$ cat config.mk
export PLATFORM = sky130hd
export DESIGN_NAME = egress_reader
export DESIGN_NICKNAME = d
export VERILOG_FILES = /design/src/rtl/switch_pkg.sv /design/src/rtl/egress_port_fifo.sv /design/src/rtl/egress_reader.sv
export SDC_FILE = /design/constraint.sdc
export NUM_CORES = 1
export LEC_CHECK = 0
export CAP_MARGIN = 20
export CORE_UTILIZATION = 50
export DETAILED_ROUTE_END_ITERATION = 7
export PLACE_DENSITY_LB_ADDON = 0.12
export SLEW_MARGIN = 15
export SYNTH_ARGS = -nofsm -noshare
export SYNTH_HDL_FRONTEND = slang
export SYNTH_SLANG_ARGS = --single-unit
$ cat constraint.sdc
create_clock -name clk -period 3.55 [get_ports clk]
set_input_delay 0.8875 -clock clk [delete_from_list [all_inputs] [get_ports clk]]
set_output_delay 0.8875 -clock clk [all_outputs]
set_load 0.01 [all_outputs]
$ cat src/rtl/switch_pkg.sv
// Shared definitions for the 3-port switch egress path.
// Register map and the per-entry FIFO payload.
package switch_pkg;
  localparam int NUM_PORTS = 3;
  localparam logic [2:0] ADDR_STATUS = 3'd0;
  localparam logic [2:0] ADDR_DATA0  = 3'd1;
  localparam logic [2:0] ADDR_LAST   = 3'd7;

  typedef struct packed {
    logic       last;
    logic [7:0] data;
  } egr_entry_t;
endpackage

$ cat src/rtl/egress_port_fifo.sv
// Per-port circular buffer of bytes tagged with end-of-packet.
// Tracks occupancy and the number of complete packets held.
module egress_port_fifo
  import switch_pkg::*;
#(
  parameter int DEPTH = 16
) (
  input  logic       clk,
  input  logic       reset,
  input  logic       push_valid,
  input  egr_entry_t push_entry,
  output logic       ready,
  input  logic       pop,
  output egr_entry_t pop_entry,
  output logic       empty,
  output logic       pkt_avail
);
  localparam int AW = $clog2(DEPTH);
  localparam int CW = AW + 1;

  egr_entry_t mem [DEPTH];
  logic [AW-1:0] wr_ptr;
  logic [AW-1:0] rd_ptr;
  logic [CW-1:0] count;
  logic [CW-1:0] pkt_cnt;
  logic do_push;
  logic do_pop;
  logic pkt_inc;
  logic pkt_dec;

  // Ready comes from the registered count only, so a pop never
  // opens room for a push in the same cycle.
  assign ready     = (count != CW'(DEPTH));
  assign empty     = (count == '0);
  assign pkt_avail = (pkt_cnt != '0);
  assign pop_entry = mem[rd_ptr];
  assign do_push   = push_valid && ready;
  assign do_pop    = pop && !empty;
  assign pkt_inc   = do_push && push_entry.last;
  assign pkt_dec   = do_pop && pop_entry.last;

  always_ff @(posedge clk) begin
    if (do_push) mem[wr_ptr] <= push_entry;
  end

  always_ff @(posedge clk or posedge reset) begin
    if (reset) begin
      wr_ptr  <= '0;
      rd_ptr  <= '0;
      count   <= '0;
      pkt_cnt <= '0;
    end else begin
      if (do_push) wr_ptr <= wr_ptr + AW'(1);
      if (do_pop)  rd_ptr <= rd_ptr + AW'(1);
      if (do_push && !do_pop) count <= count + CW'(1);
      if (!do_push && do_pop) count <= count - CW'(1);
      if (pkt_inc && !pkt_dec) pkt_cnt <= pkt_cnt + CW'(1);
      if (!pkt_inc && pkt_dec) pkt_cnt <= pkt_cnt - CW'(1);
    end
  end
endmodule

$ cat src/rtl/egress_reader.sv
// Avalon-MM read slave draining per-port egress FIFOs.
// Holds address decode, sticky underflow, last_seen, readdata and irq.
module egress_reader
  import switch_pkg::*;
#(
  parameter int DEPTH  = 16,
  parameter int DATA_W = 8
) (
  input  logic                             clk,
  input  logic                             reset,
  input  logic                             chipselect,
  input  logic                             read,
  input  logic                             write,
  input  logic [2:0]                       address,
  input  logic [DATA_W-1:0]                writedata,
  output logic [DATA_W-1:0]                readdata,
  input  logic [NUM_PORTS-1:0][DATA_W-1:0] egr_data,
  input  logic [NUM_PORTS-1:0]             egr_valid,
  input  logic [NUM_PORTS-1:0]             egr_last,
  output logic [NUM_PORTS-1:0]             egr_ready,
  output logic                             irq
);
  logic rd;
  logic wr;
  logic is_status;
  logic is_last;
  logic [NUM_PORTS-1:0] pop;
  logic [NUM_PORTS-1:0] empty;
  logic [NUM_PORTS-1:0] pkt_avail;
  logic [NUM_PORTS-1:0] underflow;
  logic [NUM_PORTS-1:0] last_seen;
  logic [NUM_PORTS-1:0] uf_set;
  logic [NUM_PORTS-1:0] uf_clr;
  logic [DATA_W-1:0]    rd_next;
  egr_entry_t [NUM_PORTS-1:0] pop_entry;

  assign rd        = chipselect && read;
  assign wr        = chipselect && write;
  assign is_status = (address == ADDR_STATUS);
  assign is_last   = (address == ADDR_LAST);
  assign uf_set    = pop & empty;
  assign uf_clr    = (wr && is_status) ? writedata[5:3] : '0;

  for (genvar p = 0; p < NUM_PORTS; p++) begin : g_port
    egr_entry_t push_entry;
    assign pop[p] = rd && (address == 3'(ADDR_DATA0 + p));
    assign push_entry.last = egr_last[p];
    assign push_entry.data = 8'(egr_data[p]);

    egress_port_fifo #(.DEPTH(DEPTH)) u_fifo (
      .clk        (clk),
      .reset      (reset),
      .push_valid (egr_valid[p]),
      .push_entry (push_entry),
      .ready      (egr_ready[p]),
      .pop        (pop[p]),
      .pop_entry  (pop_entry[p]),
      .empty      (empty[p]),
      .pkt_avail  (pkt_avail[p])
    );
  end

  always_comb begin
    rd_next = '0;
    unique case (1'b1)
      is_status: rd_next = DATA_W'({underflow, pkt_avail});
      is_last:   rd_next = DATA_W'(last_seen);
      default: begin
        for (int p = 0; p < NUM_PORTS; p++) begin
          if (pop[p] && !empty[p]) rd_next = DATA_W'(pop_entry[p].data);
        end
      end
    endcase
  end

  // A new underflow beats a same-cycle W1C of the same bit.
  always_ff @(posedge clk or posedge reset) begin
    if (reset) begin
      readdata  <= '0;
      underflow <= '0;
      last_seen <= '0;
      irq       <= 1'b0;
    end else begin
      if (rd) readdata <= rd_next;
      underflow <= (underflow & ~uf_clr) | uf_set;
      for (int p = 0; p < NUM_PORTS; p++) begin
        if (pop[p] && !empty[p]) last_seen[p] <= pop_entry[p].last;
      end
      irq <= |pkt_avail;
    end
  end
endmodule

Yosys cells after proc, flatten, opt, wreduce, memory -nomap -nowiden
Memories as Yosys holds them, arrays and structs flattened.
Index checks and enable logic that the tools add are counted.
{ "classes": {"add_sub_neg": 18, "n_eq_ne": 7, "mux": 23, "bitwise": 4, "n_reduce_logical": 59} }
{ "ops": {"columns": ["cell", "n"], "rows": [
  ["2-to-1 mux 5 bit", 12],
  ["adder 5 x 1 -> 5 bit, second input constant", 6],
  ["logical AND 1 bit", 30],
  ["subtractor 5 x 1 -> 5 bit, second input constant", 6],
  ["adder 4 x 1 -> 4 bit, second input constant", 6],
  ["2-to-1 mux 8 bit", 3],
  ["one-hot mux 8 bit (2 select lines)", 1],
  ["zero test 1 bit", 15],
  ["zero test 5 bit", 3],
  ["inequality test 5 bit, second input constant", 3],
  ["nonzero test 5 bit", 3],
  ["nonzero test 2 bit", 6],
  ["bitwise AND 3 bit", 2],
  ["equality test 3 x 2 -> 1 bit, second input constant", 2],
  ["2-to-1 mux 1 bit", 6],
  ["equality test 3 x 1 -> 1 bit, second input constant", 1],
  ["equality test 3 bit, second input constant", 1],
  ["zero test 3 bit", 1],
  ["2-to-1 mux 3 bit", 1],
  ["inverter 3 bit", 1],
  ["OR 3 bit", 1],
  ["OR reduction 3 bit", 1]
]} }
{ "totals": {"reg_bits": 69, "ramBits": 432, "inputBits": 46, "output_inout_bits": 12, "wordCells": 132, "n_memories": 3} }
{ "memory_table": {"columns": ["name", "depth", "width", "rd", "rd_ports_with_merged_regs", "wr", "line", "source"], "rows": [
  ["g_port[0].u_fifo.mem", 16, 9, 1, 0, 1, "egress_port_fifo.sv:21", "egr_entry_t mem [DEPTH];"],
  ["g_port[1].u_fifo.mem", 16, 9, 1, 0, 1, "egress_port_fifo.sv:21", null],
  ["g_port[2].u_fifo.mem", 16, 9, 1, 0, 1, "egress_port_fifo.sv:21", null]
]} }

Longest topological paths before layout
Gate-level depths: netlist of the first run.
{ "depth": {"ltp_word": 8, "mapped_depth": 14, "ltp_nobuf": 12} }

Cells and area by module
From an unflattened synthesis of the first run, not the netlist that was laid out.
{ "unflattened": {"hier_cells": 1181, "hier_area_um2": 21187.8} }
{ "by_module_without_submodules": {"columns": ["mod", "instances", "cells_each", "area_each_um2", "seq_area_each_um2"], "rows": [
  ["egress_port_fifo (g_port[1].u_fifo ...)", 2, 363, 6747.7, 4774.6],
  ["egress_port_fifo (g_port[0].u_fifo)", 1, 363, 6736.5, 4774.6],
  ["egress_reader", 1, 92, 955.9, 375.4]
]} }

Worst setup path after synthesis of the first run
No wires, ideal clock.
{ "synth_path": {"path_kind": "input to register", "from": "input port address[1]", "to": "register g_port[1].u_fifo.pkt_cnt[4]", "setup_time_ns": 0.079, "arrival_ns": 3.290, "t_required_ns": 3.471, "path_slack_ns": 0.181, "path_stages": 13, "n_path_buf": 2, "path_cell_list": "clkbuf_1 -> and3_1 -> o211ai_2 -> buf_4 -> a211oi_1 -> ha_1 -> inv_1 -> fa_1 -> nor2b_1 -> o21ai_0 -> and3_1 -> nor3_1 -> xor2_1"} }
{ "synth_between": {"elab_chain_cells": 7, "elab_cells_between_ends": 9, "classes_between": "1 x eq/ne; 1 x mux; 7 x reduce/logical"} }
{ "synth_rtl": {"columns": ["item", "line", "source"], "rows": [
  ["start, declared", "egress_reader.sv:14", "input logic [2:0] address,"],
  ["equality test 3 x 2 -> 1 bit *", "egress_reader.sv:46", "assign pop[p] = rd && (address == 3'(ADDR_DATA0 + p));"],
  ["logical AND 1 bit *", "egress_reader.sv:46", null],
  ["logical AND 1 bit *", "egress_port_fifo.sv:38", "assign do_pop = pop && !empty;"],
  ["logical AND 1 bit *", "egress_port_fifo.sv:40", "assign pkt_dec = do_pop && pop_entry.last;"],
  ["zero test 1 bit", "egress_port_fifo.sv:57", "if (pkt_inc && !pkt_dec) pkt_cnt <= pkt_cnt + CW'(1);"],
  ["logical AND 1 bit", "egress_port_fifo.sv:57", null],
  ["nonzero test 2 bit (no source line)", null, null],
  ["end signal, assigned", "egress_port_fifo.sv:57", null],
  ["end signal, assigned", "egress_port_fifo.sv:58", "if (!pkt_inc && pkt_dec) pkt_cnt <= pkt_cnt - CW'(1);"],
  ["end, declared", "egress_port_fifo.sv:25", "logic [CW-1:0] pkt_cnt;"]
]} }
Every way passes the cells marked *; elsewhere a longest branch is shown, timed or not.
A chain may end at the register's enable or synchronous reset.

Final worst setup path of the first run
{ "layout_path": {"from": "input port read", "to": "register g_port[0].u_fifo.pkt_cnt[4]"} }
{ "layout_between": {"elab_chain_cells": 7, "elab_cells_between_ends": 9, "classes_between": "1 x mux; 8 x reduce/logical"} }
{ "layout_rtl": {"columns": ["item", "line", "source"], "rows": [
  ["start, declared", "egress_reader.sv:12", "input logic read,"],
  ["logical AND 1 bit *", "egress_reader.sv:37", "assign rd = chipselect && read;"],
  ["logical AND 1 bit *", "egress_reader.sv:46", null],
  ["logical AND 1 bit *", "egress_port_fifo.sv:38", null],
  ["logical AND 1 bit *", "egress_port_fifo.sv:40", null],
  ["zero test 1 bit", "egress_port_fifo.sv:57", null],
  ["logical AND 1 bit", "egress_port_fifo.sv:57", null],
  ["nonzero test 2 bit (no source line)", null, null],
  ["end signal, assigned", "egress_port_fifo.sv:57", null],
  ["end signal, assigned", "egress_port_fifo.sv:58", null],
  ["end, declared", "egress_port_fifo.sv:25", null]
]} }
Marked as above.

==> metrics.cfg, run 1 <==
[run_status]
status=finished with violations
violations=DRC

[placement]
gp_congestion=0.822
port_buffers=52
dp_hpwl_um=30700

[global_route]
grt_max_degree=70
grt_usage_pct=22.5
overflow=0
grt_pass1_vias=11400
grt_antenna_before_repair=0
grt_pass1_wl_um=69300

[cells_and_area]
final_nets=1442
seq_area_um2=14700
n_antenna_cell=0
fillers=3025
drive_gt1_share_pct=23.6
multi_input_area_um2=5720
area_growth_pct=16.8

[timing]
finalSetupViolCount=0
post-route-min-period_ns=3.22
skew_ns=0.0106
hold_viol_final=0
worstMarginPinSlew_ns=0.676
slew_violations=0
fmax_mhz=310
whs_ns=0.473
post-route-period-util_pct=90.7
rsz0062_at_grt=no
relSlewSlack_pct=54.8

[routing]
drt_first_pass_iters=7
postRouteAntennaNets=0
route.detailed.drc=16
drt_iter0_markers=813
wl_per_cell_um=23.7
routed_wl_um=45600
vias=11000
via_per_inst=5.71

[critical_path]
worstPathMaxFanout=5
crit_required_ns=4.05
r2r_slack_ns=0.38
worstPathArrival_ns=3.72
end_kind=flop
reg2reg_to=g_port[0].u_fifo.pkt_cnt[4]
crit_type=in2reg
start_kind=input port
worstRegToRegCells=12
rr_startpoint=g_port[0].u_fifo.rd_ptr[0]

[die]
die_h_um=206
start_util_pct=50.9
die-area_um2=42600
rows=74
top_level_ports=58
coreArea_um2=41000
die_w_um=206

[power]
power.density_nw_per_um2=708
ir_drop_mv=0.460
leakagePower_nw=8.53
power_w=0.0173

[synthesis]
synth-edff-count=432
yosysUniqueCellTypes=61
synthesis.instances=1185
syn_avg_cell_area_um2=17.6
yosysSeqAreaShare_pct=70.4
synth-seq-cells=501
yosysWarnings=0
ys.flop_type=edfxtp_1
synthArstFlopShare_pct=13.8
syn-cell-area_um2=20900
synth_fp_nets=1276

[clock_tree]
cts_tree=yes
clk_pin_slew_ns=0.06
clock_latency_ns=0.58
cts_buffers=50
post_cts_resized=0
post_cts_buffers=0
htree_levels=2
clock-sinks=501
clockBufferDepth=3
clock-root-buffer=clkbuf_16
cts_hold_buf=0

[worst_hold_path]
whs_path_depth=1
worstHoldEndpoint=g_port[0].u_fifo.pkt_cnt[4]
hp-class=reg2reg
hp-start=g_port[0].u_fifo.pkt_cnt[4]

[run]
drv_cap=0

==> cells in the mapped netlist (all sizes together), types with 13 or more instances <==
cell type / number / area share, %
nand2: 74 / 1.3
xor2: 17 / 0.71
nor2b: 13 / 0.39
nor3: 25 / 0.60
a21oi: 21 / 0.50
o21ai: 28 / 0.69
nor2: 58 / 1.0
inv: 33 / 0.59
buf: 50 / 1.4
a211oi: 16 / 0.58
mux2i: 36 / 1.7
dfrtp: 69 / 8.3
xnor2: 27 / 1.1
ha: 39 / 2.3
mux4: 103 / 11
edfxtp: 432 / 62
clkbuf: 15 / 0.27
==> final cells by class <==
class                      instances  area share (%)
inverter                          33           0.513
timing repair buffer             179            6.10
clock buffer                      64            5.56
sequential                       501            60.3
clock inverter                    29            1.34
tap                              532            2.73
multi-input combinational        586            23.5
==> cell families (layout without fill, tap and decap cells) <==
logic type               count (synthesis)  after routing  share of synthesized area (%)
adder cells (fa/ha/maj)                 45             45                           2.91
XOR/XNOR                                44             44                           1.85
AO/OA/AOI/OAI                          116            116                           3.85
AND/OR/NAND/NOR                        230            230                           5.26
buffers and inverters                   98            305                           2.22
multiplexers                           151            151                           13.5
flip-flops                             501            501                           70.4
==> worst max-delay path, stage by stage <==
cell	delay (ns)
clkdlybuf4s50_1	0.61
nand4b_1	0.17
a211o_1	0.32
a211oi_1	0.30
ha_1	0.23
inv_1	0.06
fa_1	0.39
nor2b_1	0.12
o21ai_0	0.11
and3_1	0.20
nor3_1	0.17
xor2_1	0.16
==> power by group <==
| group | leakage (nW) | total (W) | switching, W | internal (W) |
|---|---|---|---|---|
| sequential | 4.75 | 0.00777 | 0.000547 | 0.00723 |
| clock | 0.810 | 0.00539 | 0.00219 | 0.00320 |
| combinational | 2.97 | 0.00410 | 0.00215 | 0.00195 |
| total | 8.53 | 0.0173 | 0.00488 | 0.0124 |
==> flip-flops by register name, summed over array words and instances (netlist names) <==
| signal | cells |
|---|---|
| readdata | 8 |
| underflow | 3 |
| irq | 1 |
| g_port.u_fifo.count | 15 |
| last_seen | 3 |
| g_port.u_fifo.wr_ptr | 12 |
| g_port.u_fifo.pkt_cnt | 15 |
| g_port.u_fifo.rd_ptr | 12 |
| g_port.u_fifo.mem | 432 |
==> how the worst max path moves through the flow <==
| stage | start | to | slack [ns] | depth (start not counted) |
|---|---|---|---|---|
| floorplan | address[1] | g_port[1].u_fifo.pkt_cnt[4] | 0.18 | 13 |
| global placement | read | g_port[0].u_fifo.pkt_cnt[4] | -0.18 | 12 |
| detailed placement | read | g_port[0].u_fifo.pkt_cnt[4] | -0.24 | 12 |
| CTS | read | g_port[0].u_fifo.pkt_cnt[4] | 0.35 | 12 |
| global route | read | g_port[0].u_fifo.pkt_cnt[4] | 0.13 | 12 |
| finish | read | g_port[0].u_fifo.pkt_cnt[4] | 0.33 | 12 |
==> per-layer routing <==
layer  routed length (um)  track usage (%)  vias to the layer above
li1                     -                -                     4979
met1                20200             31.6                     5689
met2                22300             36.8                      250
met3                 2070             3.60                       61
met4                  949             6.01                        0
met5                    0                0                        -
==> cells in the final DEF, fill, tap and decap left out, types with 5 or more instances in the layout <==
master           instances
edfxtp_1               432
buf_4                  126
mux4_2                 100
nand2_1                 74
dfrtp_1                 66
nor2_1                  58
clkdlybuf4s50_1         52
clkbuf_16               51
ha_1                    39
mux2i_1                 36
inv_1                   29
xnor2_1                 27
o21ai_0                 26
nor3_1                  25
a21oi_1                 21
xor2_1                  17
a211oi_1                16
nor2b_1                 13
mux2_2                  12
a21o_1                  11
nand2b_1                10
clkbuf_1                10
and3_1                   9
clkinv_2                 9
nand3_1                  8
clkinv_1                 8
nor4_1                   7
bufinv_16                7
and2_1                   6
fa_1                     6
o2111ai_1                5
nand4_1                  5
clkinvlp_4               5
==> metrics by stage <==
stage | util (%) | worst slack [ns] | setup TNS (ns) | area, um^2 | instances
6_report | 59.4 | 0.329 | 0 | 24400 | 1924
3_3_place_gp | 55.3 | -0.185 | -0.634 | 22700 | 1831
2_1_floorplan | - | 0.181 | 0 | 20900 | 1185
4_1_cts | 59.4 | 0.353 | 0 | 24400 | 1924
5_1_grt | 59.4 | 0.133 | 0 | 24400 | 1924
3_5_place_dp | 55.3 | -0.241 | -0.941 | 22700 | 1831
Note: power is estimated with default switching activity, not from simulation.
==> inputs of run 2 (changes only) <==
CAP_MARGIN = not set   (was 20)
==> results of run 2 <==
The final DEF is identical to that of run 1; final timing and power are the same.
